===== src/rtl/mul_engine_if.sv =====
// mul_engine_if: eng_start/eng_done engine handshake bundle.
//   master (controller): drives eng_start, a, b; observes busy, eng_done, product
//   slave  (engine)    : observes eng_start, a, b; drives busy, eng_done, product
interface mul_engine_if #(
  parameter int unsigned W = 8
);
  logic             eng_start;
  logic [W-1:0]     a;
  logic [W-1:0]     b;
  logic             busy;
  logic             eng_done;
  logic [2*W-1:0]   product;

  modport master (
    output eng_start, a, b,
    input  busy, eng_done, product
  );

  modport slave (
    input  eng_start, a, b,
    output busy, eng_done, product
  );
endinterface


===== src/rtl/mul_engine.sv =====
// mul_engine: iterative shift-add unsigned multiplier, responder side of the
// eng_start/eng_done handshake. Operands latched on the accepting edge, one
// multiplier bit retired per cycle, 2W-bit product presented with a held done.
//   clk  : clock, rising edge
//   rst  : asynchronous active-high reset
//   bus  : mul_engine_if.slave (eng_start, a, b in; busy, eng_done, product out)
// Optional build macro: MUL_EARLY_EXIT_EN -- finish as soon as the remaining
// multiplier bits are all zero instead of always running W cycles.
module mul_engine #(
  parameter int unsigned W = 8
) (
  input  logic        clk,
  input  logic        rst,
  mul_engine_if.slave bus
);

  localparam int unsigned PW = 2 * W;
  localparam int unsigned CW = $clog2(W) + 1;

  typedef enum logic [1:0] {
    S_IDLE = 2'd0,
    S_RUN  = 2'd1,
    S_DONE = 2'd2
  } state_e;

  state_e          state_q, state_d;
  logic [PW-1:0]   acc_q, acc_d;
  logic [PW-1:0]   mcand_q, mcand_d;
  logic [W-1:0]    mplier_q, mplier_d;
  logic [CW-1:0]   cnt_q, cnt_d;
  logic            done_q, done_d;
  logic [PW-1:0]   product_q, product_d;

  logic [PW-1:0]   acc_sum_c;
  logic            finish_c;

  // State and datapath registers
  always_ff @(posedge clk or posedge rst) begin
    if (rst) begin
      state_q   <= S_IDLE;
      acc_q     <= '0;
      mcand_q   <= '0;
      mplier_q  <= '0;
      cnt_q     <= '0;
      done_q    <= 1'b0;
      product_q <= '0;
    end else begin
      state_q   <= state_d;
      acc_q     <= acc_d;
      mcand_q   <= mcand_d;
      mplier_q  <= mplier_d;
      cnt_q     <= cnt_d;
      done_q    <= done_d;
      product_q <= product_d;
    end
  end

  // Next-state and datapath update
  always_comb begin
    state_d   = state_q;
    acc_d     = acc_q;
    mcand_d   = mcand_q;
    mplier_d  = mplier_q;
    cnt_d     = cnt_q;
    done_d    = done_q;
    product_d = product_q;
    acc_sum_c = mplier_q[0] ? (acc_q + mcand_q) : acc_q;
    finish_c  = 1'b0;

    case (state_q)
      S_IDLE, S_DONE: begin
        // Accepting from DONE clears done on the same edge: no stale done.
        if (bus.eng_start) begin
          acc_d    = '0;
          mcand_d  = {{W{1'b0}}, bus.a};
          mplier_d = bus.b;
          cnt_d    = '0;
          done_d   = 1'b0;
          state_d  = S_RUN;
        end
      end
      S_RUN: begin
        acc_d    = acc_sum_c;
        mcand_d  = mcand_q << 1;
        mplier_d = mplier_q >> 1;
        cnt_d    = cnt_q + CW'(1);
`ifdef MUL_EARLY_EXIT_EN
        finish_c = (cnt_d == CW'(W)) || (mplier_d == '0);
`else
        finish_c = (cnt_d == CW'(W));
`endif
        if (finish_c) begin
          product_d = acc_sum_c;
          done_d    = 1'b1;
          state_d   = S_DONE;
        end
      end
      default: begin
        state_d = S_IDLE;
      end
    endcase
  end

  assign bus.busy     = (state_q == S_RUN);
  assign bus.eng_done = done_q;
  assign bus.product  = product_q;

endmodule


===== src/flat_wrapper.sv =====
// flat-port wrapper written by rule: the top's interface ports become plain ports
module mul_engine_flat 
#(
  parameter int unsigned W = 8
)
  (clk, rst, bus_eng_start, bus_a, bus_b, bus_busy, bus_eng_done, bus_product);
  mul_engine_if #(.W(W)) bus_i ();
  input  logic clk;
  input  logic rst;
  input wire logic [$bits(bus_i.eng_start)-1:0] bus_eng_start;
  input wire logic [$bits(bus_i.a)-1:0] bus_a;
  input wire logic [$bits(bus_i.b)-1:0] bus_b;
  output wire logic [$bits(bus_i.busy)-1:0] bus_busy;
  output wire logic [$bits(bus_i.eng_done)-1:0] bus_eng_done;
  output wire logic [$bits(bus_i.product)-1:0] bus_product;
  assign bus_i.eng_start = bus_eng_start;
  assign bus_i.a = bus_a;
  assign bus_i.b = bus_b;
  assign bus_busy = bus_i.busy;
  assign bus_eng_done = bus_i.eng_done;
  assign bus_product = bus_i.product;
  mul_engine #(.W(W)) u_core (.clk(clk), .rst(rst), .bus(bus_i));
endmodule

===== config.mk =====
export PLATFORM = sky130hd
export DESIGN_NAME = mul_engine_flat
export DESIGN_NICKNAME = d
export VERILOG_FILES = /design/src/rtl/mul_engine_if.sv /design/src/rtl/mul_engine.sv /design/src/flat_wrapper.sv
export SDC_FILE = /design/constraint.sdc
export NUM_CORES = 1
export LEC_CHECK = 0
export CORE_MARGIN = 1
export CORE_UTILIZATION = 45
export CTS_CLUSTER_SIZE = 14
export DETAILED_ROUTE_END_ITERATION = 8
export GPL_TIMING_DRIVEN = 0
export MAX_ROUTING_LAYER = met4
export PLACE_DENSITY = 0.71
export SYNTH_ARGS = -nofsm -noshare
export SYNTH_HDL_FRONTEND = slang
export SYNTH_SLANG_ARGS = --single-unit

===== constraint.sdc =====
create_clock -name clk -period 6.1 [get_ports clk]
set_clock_uncertainty 0.1 [all_clocks]
set_input_delay 1.22 -clock clk [delete_from_list [all_inputs] [get_ports clk]]
set_output_delay 1.22 -clock clk [all_outputs]
set_load 0.01 [all_outputs]

Yosys cells after proc, flatten, opt, wreduce, memory -nomap -nowiden
Index checks and enable logic that the tools add are counted.
{ "totals": {"ff_bits": 63, "input_bits": 19, "out_inout_bits": 18, "wordCells": 36} }
{ "op_classes": {"addsub": 2, "n_eq_ne": 5, "n_mux": 15, "reduce_logical": 7} }
{ "op_table": {"columns": ["operator", "n"], "rows": [
  ["one-hot mux 16 bit (2 select lines)", 2],
  ["2-to-1 mux 16 bit", 3],
  ["adder 16 bit", 1],
  ["one-hot mux 8 bit (2 select lines)", 1],
  ["2-to-1 mux 8 bit", 1],
  ["one-hot mux 4 bit (2 select lines)", 1],
  ["AND reduction 2 bit", 3],
  ["adder 4 x 1 -> 4 bit (second input constant)", 1],
  ["== test 4 bit (second input constant)", 1],
  ["2-to-1 mux 2 bit", 2],
  ["2-to-1 mux 4 bit", 1],
  ["one-hot mux 2 bit (2 select lines)", 1],
  ["AND reduction 3 bit", 1],
  ["== test 2 x 1 -> 1 bit (second input constant)", 1],
  ["== test 2 bit (second input constant)", 1],
  ["zero test 2 bit", 1],
  ["2-to-1 mux 1 bit", 2],
  ["inequality test 2 x 1 -> 1 bit (second input constant)", 1],
  ["inequality test 2 bit (second input constant)", 1],
  ["one-hot mux 1 bit (2 select lines)", 1],
  ["nonzero test 2 bit", 1],
  ["OR reduction 2 bit", 1]
]} }

Depth between registers and ports, before layout
Gate-level depths: netlist of the first run.
{ "logic_depth": {"word_depth": 4, "ltp_mapped": 8} }

Worst setup path before layout of the first run
No wires, ideal clock.
{ "synth_timing": {"path_type": "reg2reg", "start": "reg u_core.mcand_q[0]", "end": "reg u_core.product_q[14], in the netlist u_core.bus.product[14]", "setup_ns": 0.131, "t_arrival_ns": 2.250, "path_slack_ns": 3.619, "path_stages_with_launch": 9, "synth_period_minus_slack_ns": 2.481, "path_cell_list": "dfrtp_1 > ha_1 > fa_1 > a21o_1 > a221oi_2 > o21ai_1 > a311o_1 > xnor2_1 > o22ai_1"} }
{ "synth_via": {"elab_chain_cells": 2} }
{ "synth_rtl": {"columns": ["item", "line_no", "source"], "rows": [
  ["from (decl)", "mul_engine.sv:28", "logic [PW-1:0] mcand_q, mcand_d;"],
  ["from (signal assigned)", "mul_engine.sv:50", "mcand_q <= mcand_d;"],
  ["adder 16 bit", "mul_engine.sv:67", "acc_sum_c = mplier_q[0] ? (acc_q + mcand_q) : acc_q;"],
  ["2-to-1 mux 16 bit", "mul_engine.sv:67", null],
  ["to (signal assigned)", "mul_engine.sv:54", "product_q <= product_d;"],
  ["to (decl)", "mul_engine.sv:32", "logic [PW-1:0] product_q, product_d;"]
]} }
Every way passes these cells.
A chain may end at the register's enable or synchronous reset.

Worst setup path in the final report of the first run
{ "layout_timing": {"start": "reg u_core.state_q[1]", "end": "out bus_busy"} }
{ "layout_via": {"elab_chain_cells": 1} }
{ "layout_rtl": {"columns": ["item", "line_no", "source"], "rows": [
  ["from (decl)", "mul_engine.sv:26", "state_e state_q, state_d;"],
  ["from (signal assigned)", "mul_engine.sv:48", "state_q <= state_d;"],
  ["== test 2 x 1 -> 1 bit", "mul_engine.sv:104", "assign bus.busy = (state_q == S_RUN);"],
  ["to (decl)", "flat_wrapper.sv:13", "output wire logic [$bits(bus_i.busy)-1:0] bus_busy;"]
]} }
Every way passes these cells.

==> results.md, run 1 <==
- Most common cell after layout, fill and taps aside: dfrtp_1
- Initial antenna violation count: 0
- Max-cap violations: 0
- Final setup fails: 0
- Clk Tree Root Cell: clkbuf_8
- Post-synth EDFFs: 0
- Total negative slack: 0 ns
- Period minus WS final: 3.46 ns
- Layout cell share with drive strength beyond 1: 0.0861
- Global-route wire length before repair: 13.0 mm
- CP Max Fanout: 10
- Critical path arrival: 2.14 ns
- Leakage power: 1.85 nW
- Unrepaired setup endpoints after global routing: no
- Io pins: 37
- Port bufs: 36
- DPL Wire Length: 5.56 mm
- Upper clock frequency limit: 289 MHz
- Syn_nets: 379
- Vias in the first global route: 2638
- Power per standard cell area: 652 mW/mm^2
- Register Area: 0.00158 mm^2
- Hold Startpoint: u_core.bus.product[8]
- Post-synthesis sequential area ratio: 0.475
- Final Net Count: 427
- RR Endpoint: u_core.bus.product[14]
- Tot GR Track Use: 0.232
- Filler cells: 622
- Post-CTS Hold Fix Bufs: 0
- Die W: 87.9 um
- CTS tree: done
- Setup WS post-layout: 2.64 ns
- Avg Cell Area, Syn: 9.68 um^2
- Largest cells by area after synthesis: dfrtp_1, ha_1, nor2_1
- Kind of critical path: reg2out
- Slew Viols, Final: 0
- Num rows: 30
- CP Launch Type: register
- Worst slack, placed: 2.89 ns
- Via count: 2696
- Min-Delay Path Class: reg2reg
- Number of antenna-violating nets in the routed design: 0
- Multi-input gate area: 0.00166 mm^2
- Critical path required time: 4.78 ns
- Area grow syn2layout: 22.0%
- Share of the synthesized area in the top cell type: 0.475
- CTS Buffer Depth: 2
- Synth Instances: 343
- Cell Area, Synth: 0.00332 mm^2
- Hold Vio Cnt, Final: 0
- WL/cell: 15.7 um
- Detailed Routing Iterations Pass 1: 5
- Most frequent cells in the layout: dfrtp_1, nor2_1, clkdlybuf4s50_1
- Outcome: finished clean
- Vias/cell: 5.49
- Crit path from: u_core.state_q[1]
- Count of cells resized by post-cts repair: 0
- Postcts setup bufs: 0
- Yosys warnings: 0
- Final Wtd Congestion: 0.890
- Die area: 0.00773 mm^2
- Remaining Overflow, GRT: 0
- Final WL: 7.71 mm
- R2R depth: 8
- Hold WS: 0.384 ns
- Worst-Margin Slew: 0.635 ns
- Die Span Y: 87.9 um
- Cell taking the most area after synthesis: dfrtp_1
- Maximum VDD drop: 0.315 mV
- Post-synth top flop: dfrtp_1
- R2R Setup Slk: 3.30 ns
- Initial core utilization: 0.478
- Iter 0 DRT Violations: 158
- Cell variety after synth: 49
- DRC violations left: 0
- Number of synthesized register bits: 63
- Total CTS buffers: 9
- Worst-Skew Late Latency: 0.34 ns
- # clock sinks: 63
- Critical Path Sink: bus_busy
- Post-synth ARST share: 1.00
- Diodes inserted: 0
- Tcrit/Tclk final: 0.566
- Core ar.: 0.00694 mm^2
- Crit end category: output pin
- H-tree Lvls: 3
- FF-to-FF Start: u_core.mcand_q[0]
- Clock edge transition at the registers on the reported setup and hold paths: 0.07 ns
- Max-slew headroom: 0.576
- Largest net degree at the start of global routing: 36
## metal layers
metal / track usage / vias to the layer above / wire length (um)
met1: 0.304 / 1267 / 3710
met3: 0.0481 / 12 / 347
li1: - / 1342 / -
met5: - / - / 0
met4: 0.0849 / 0 / 149
met2: 0.357 / 75 / 3500
## metrics by stage
step,power [W],cells,util,instance area [um^2]
floorplan,0.00182,343,-,3320
global placement,0.00218,475,0.548,3800
detailed placement,0.00222,476,0.550,3820
CTS,0.00265,491,0.584,4050
global route,0.00287,491,0.584,4050
finish,0.00264,491,0.584,4050
## synthesized netlist by cell type, types with 2 or more instances
| cell type | number |
|---|---|
| nand2b_1 | 3 |
| ha_1 | 16 |
| inv_1 | 5 |
| and3_1 | 12 |
| o21ai_1 | 3 |
| mux2i_1 | 9 |
| xor2_1 | 4 |
| a21oi_1 | 22 |
| nand2_1 | 32 |
| a31oi_1 | 2 |
| nor2_1 | 40 |
| a22o_1 | 10 |
| o21a_1 | 2 |
| and4_1 | 2 |
| xnor2_1 | 10 |
| o21ai_0 | 24 |
| dfrtp_1 | 63 |
| a31o_2 | 8 |
| a21o_1 | 4 |
| nand3_1 | 13 |
| o211a_1 | 2 |
| clkbuf_1 | 16 |
| o22ai_1 | 15 |
## worst max-delay path: stages, from the launching register on
cell and delay, ns:
dfrtp_1 0.37, nand2b_1 0.19, clkinv_1 0.15, clkbuf_1 0.43
clkdlybuf4s50_1 0.65
## power breakdown
group / switching [W] / total (W) / leakage (nW) / internal [W]
Clock: 0.000158 / 0.000419 / 0.118 / 0.000261
Combinational: 0.000796 / 0.00146 / 0.948 / 0.000665
Sequential: 0.000147 / 0.000763 / 0.787 / 0.000616
## registers in the layout, indices dropped and copies added (netlist names)
signal / flops
u_core.bus.eng_done: 1
u_core.acc_q: 16
u_core.mcand_q: 16
u_core.cnt_q: 4
u_core.bus.product: 16
u_core.mplier_q: 8
u_core.state_q: 2
## kinds of logic after synthesis
group	count (synthesis)	synth area share
flops	63	0.475
fa+ha+maj	17	0.0663
xor+xnor	14	0.0369
buf+inv	23	0.0260
simple gates	112	0.156
mux	10	0.0305
compound gates	104	0.209
## worst min path at each step
stage	to	slack (ns)	depth (start not counted)
final	u_core.bus.product[8]	0.38	2
after global routing	u_core.bus.product[12]	0.40	1
after CTS	u_core.bus.product[13]	0.39	2
after detailed placement	u_core.bus.product[13]	0.37	2
after global placement	u_core.bus.eng_done	0.37	2
after floorplan	u_core.mplier_q[7]	0.37	1
## layout make-up
cell class,instances,share of cell area
plain buffers,17,0.0157
clock buffers,12,0.0408
clock inverters,3,0.0161
inverters,6,0.00556
multi-input cells,257,0.409
flip-flops and latches,63,0.389
well taps,96,0.0296
repair buffers,37,0.0939
Note: power is estimated with default switching activity, not from simulation.
==> inputs of run 2 (changes only) <==
Settings changed: PLACE_DENSITY 0.71 to 0.74.
Clock period 6.1 ns to 3.11 ns, I/O delays scaled along.
==> results.md, run 2 (synthesis gave the netlist of run 1 again) <==
- Outcome: finished clean
- Num rows: 30 (unchanged)
- Min-Delay Path Class: reg2reg
- CTS tree: done
- Placed cells: 476 (unchanged)
- Detailed Routing Iterations Pass 1: 4 (-1)
- Met3 Resource Use GR: 0.0537 (+0.00566)
- Remaining Overflow, GRT: 0 (unchanged)
- Post-route insts no fill: 492 (+0.20%)
- CP max-delay cell: clkdlybuf4s50_1
- Unrepaired setup endpoints after global routing: no
- CTS Buffer Depth: 2 (unchanged)
- Period minus WS final: 2.90 ns
- Seq pwr share: 0.289 (about the same)
- H-tree Lvls: 3 (unchanged)
- Leakage power: 1.84 nW (-0.95%)
- Tcrit/Tclk final: 0.931
- Number of antenna-violating nets in the routed design: 0 (unchanged)
- Hold WS: 0.385 ns (+0.00101 ns)
- Final Wtd Congestion: 0.942 (+5.9%)
- Worst-Margin Slew: 0.662 ns (+0.0269 ns)
- Clk Tree Root Cell: clkbuf_8
- Crit path from: u_core.state_q[1]
- Comb power frac: 0.563 (+0.010)
- Global-route wire length before repair: 13.3 mm (+2.0%)
- WL/cell: 16.2 um (+3.0%)
- Final setup fails: 0 (unchanged)
- Setup WS post-layout: 0.213 ns (-2.43 ns)
- Die area: 0.00773 mm^2 (unchanged)
- Vias/cell: 5.75 (+4.6%)
- P_int: 0.00295 W (+91%)
- Slew Viols, Final: 0 (unchanged)
- Iter 0 DRT Violations: 157 (-0.63%)
- Tot GR Track Use: 0.235 (+0.00307)
- Crit end category: output pin
- Clock edge transition at the registers on the reported setup and hold paths: 0.07 ns (about the same)
- Net Switching: 0.00223 W (+100%)
- Area grow syn2layout: 21.6%
- Total CTS buffers: 9 (unchanged)
- Via count: 2827 (+4.9%)
- Layout cell share with drive strength beyond 1: 0.0884 (+0.00231)
- Count of cells resized by post-cts repair: 0 (unchanged)
- Critical path arrival: 2.17 ns (+0.03 ns)
- Max-cap violations: 0 (unchanged)
- Total negative slack: 0 ns (unchanged)
- Die Span Y: 87.9 um (unchanged)
- Postcts setup bufs: 0 (unchanged)
- Most frequent cells in the layout: dfrtp_1, nor2_1, clkdlybuf4s50_1
- Power per standard cell area: 1280 mW/mm^2 (+97%)
- Post-CTS Hold Fix Bufs: 0 (unchanged)
- Placed cell areas: 0.00382 mm^2 (unchanged)
- Vias in the first global route: 2693 (+2.1%)
- CP peak stage delay: 0.65 ns (about the same)
- Critical path required time: 2.39 ns (-2.39 ns)
- Max-slew headroom: 0.559 (-0.0173)
- Diodes inserted: 0 (unchanged)
- Kind of critical path: reg2out
- Upper clock frequency limit: 345 MHz
- Hold Startpoint: u_core.bus.product[6]
- GR Util met2: 0.367 (+0.0106)
- Worst slack, placed: 0.307 ns (-2.59 ns)
- Met1 usage: 0.301 (-0.00260)
- FF-to-FF Start: u_core.mcand_q[0]
- CP cell instances: nand2b_1, clkinv_1, clkbuf_1, clkdlybuf4s50_1
- DRC violations left: 0 (unchanged)
- Core ar.: 0.00694 mm^2 (unchanged)
- Multi-input gate area: 0.00166 mm^2 (unchanged)
- Hold Vio Cnt, Final: 0 (unchanged)
- Initial core utilization: 0.478 (unchanged)
- Clock power share: 0.148 (-0.011)
- R2R depth: 8 (unchanged)
- Port bufs: 36 (unchanged)
- CP Launch Type: register
- # clock sinks: 63 (unchanged)
- Filler cells: 614 (-1.3%)
- Final WL: 7.96 mm (+3.2%)
- Largest net degree at the start of global routing: 42 (+17%)
- Final Net Count: 427 (unchanged)
- Io pins: 37 (unchanged)
- Worst-Skew Late Latency: 0.35 ns (about the same)
- Die W: 87.9 um (unchanged)
- Grt peak-use layer: met2
- Most common cell after layout, fill and taps aside: dfrtp_1
- Register Area: 0.00158 mm^2 (unchanged)
- Initial antenna violation count: 0 (unchanged)
- DPL Wire Length: 5.71 mm (+2.7%)
- Maximum VDD drop: 0.594 mV (+88%)
- Post-route cell area: 0.00404 mm^2 (-0.31%)
- Switching fraction of total power: 0.430 (+0.0137)
- CP Max Fanout: 10 (unchanged)
- Hold Crit Depth: 2 (unchanged)
run 2: routing by layer:
layer  part of all wire  wire length [um]
met4              0.020               162
met3              0.045               358
met5                  0                 0
met2               0.46              3700
met1               0.47              3740
run 2: power groups by stage:
stage / Sequential, W / Combinational [W] / Clock, W
final: 0.00150 / 0.00292 / 0.000769
after global routing: 0.00153 / 0.00325 / 0.000813
after CTS: 0.00149 / 0.00290 / 0.000776
after detailed placement: 0.00151 / 0.00288 / 0
after global placement: 0.00149 / 0.00278 / 0
after floorplan: 0.00147 / 0.00211 / 0
run 2: final timing paths:
| path | slack, ns | to |
|---|---|---|
| hold reg to reg | 0.38 | u_core.bus.product[6] |
| setup reg to reg | 0.26 | u_core.bus.product[14] |
| setup / recovery | 0.21 | bus_busy |
| min in group asynchronous | 0.52 | u_core.cnt_q[1] |
| max in group asynchronous | 1.79 | u_core.bus.product[6] |
| hold / removal | 0.38 | u_core.bus.product[6] |
run 2: stage by stage:
step	power [W]	util
2_1_floorplan	0.00358	-
3_3_place_gp	0.00427	0.548
3_5_place_dp	0.00438	0.550
4_1_cts	0.00516	0.582
5_1_grt	0.00560	0.582
6_report	0.00518	0.582
run 2: worst max-delay path, delay by kind of cell, from the launching register on:
| kind | cells | cell delay (ns) |
|---|---|---|
| simple gates | 1 | 0.20 |
| buf+inv | 3 | 1.25 |
| flops | 1 | 0.38 |
run 2: cell type report:
type	count	area share
Multi-Input combinational cell	257	0.411
Sequential cell	63	0.390
Timing Repair Buffer	37	0.0941
Clock buffer	12	0.0409
Tap cell	96	0.0297
Buffer	17	0.0158
Clock inverter	4	0.0130
Inverter	6	0.00557
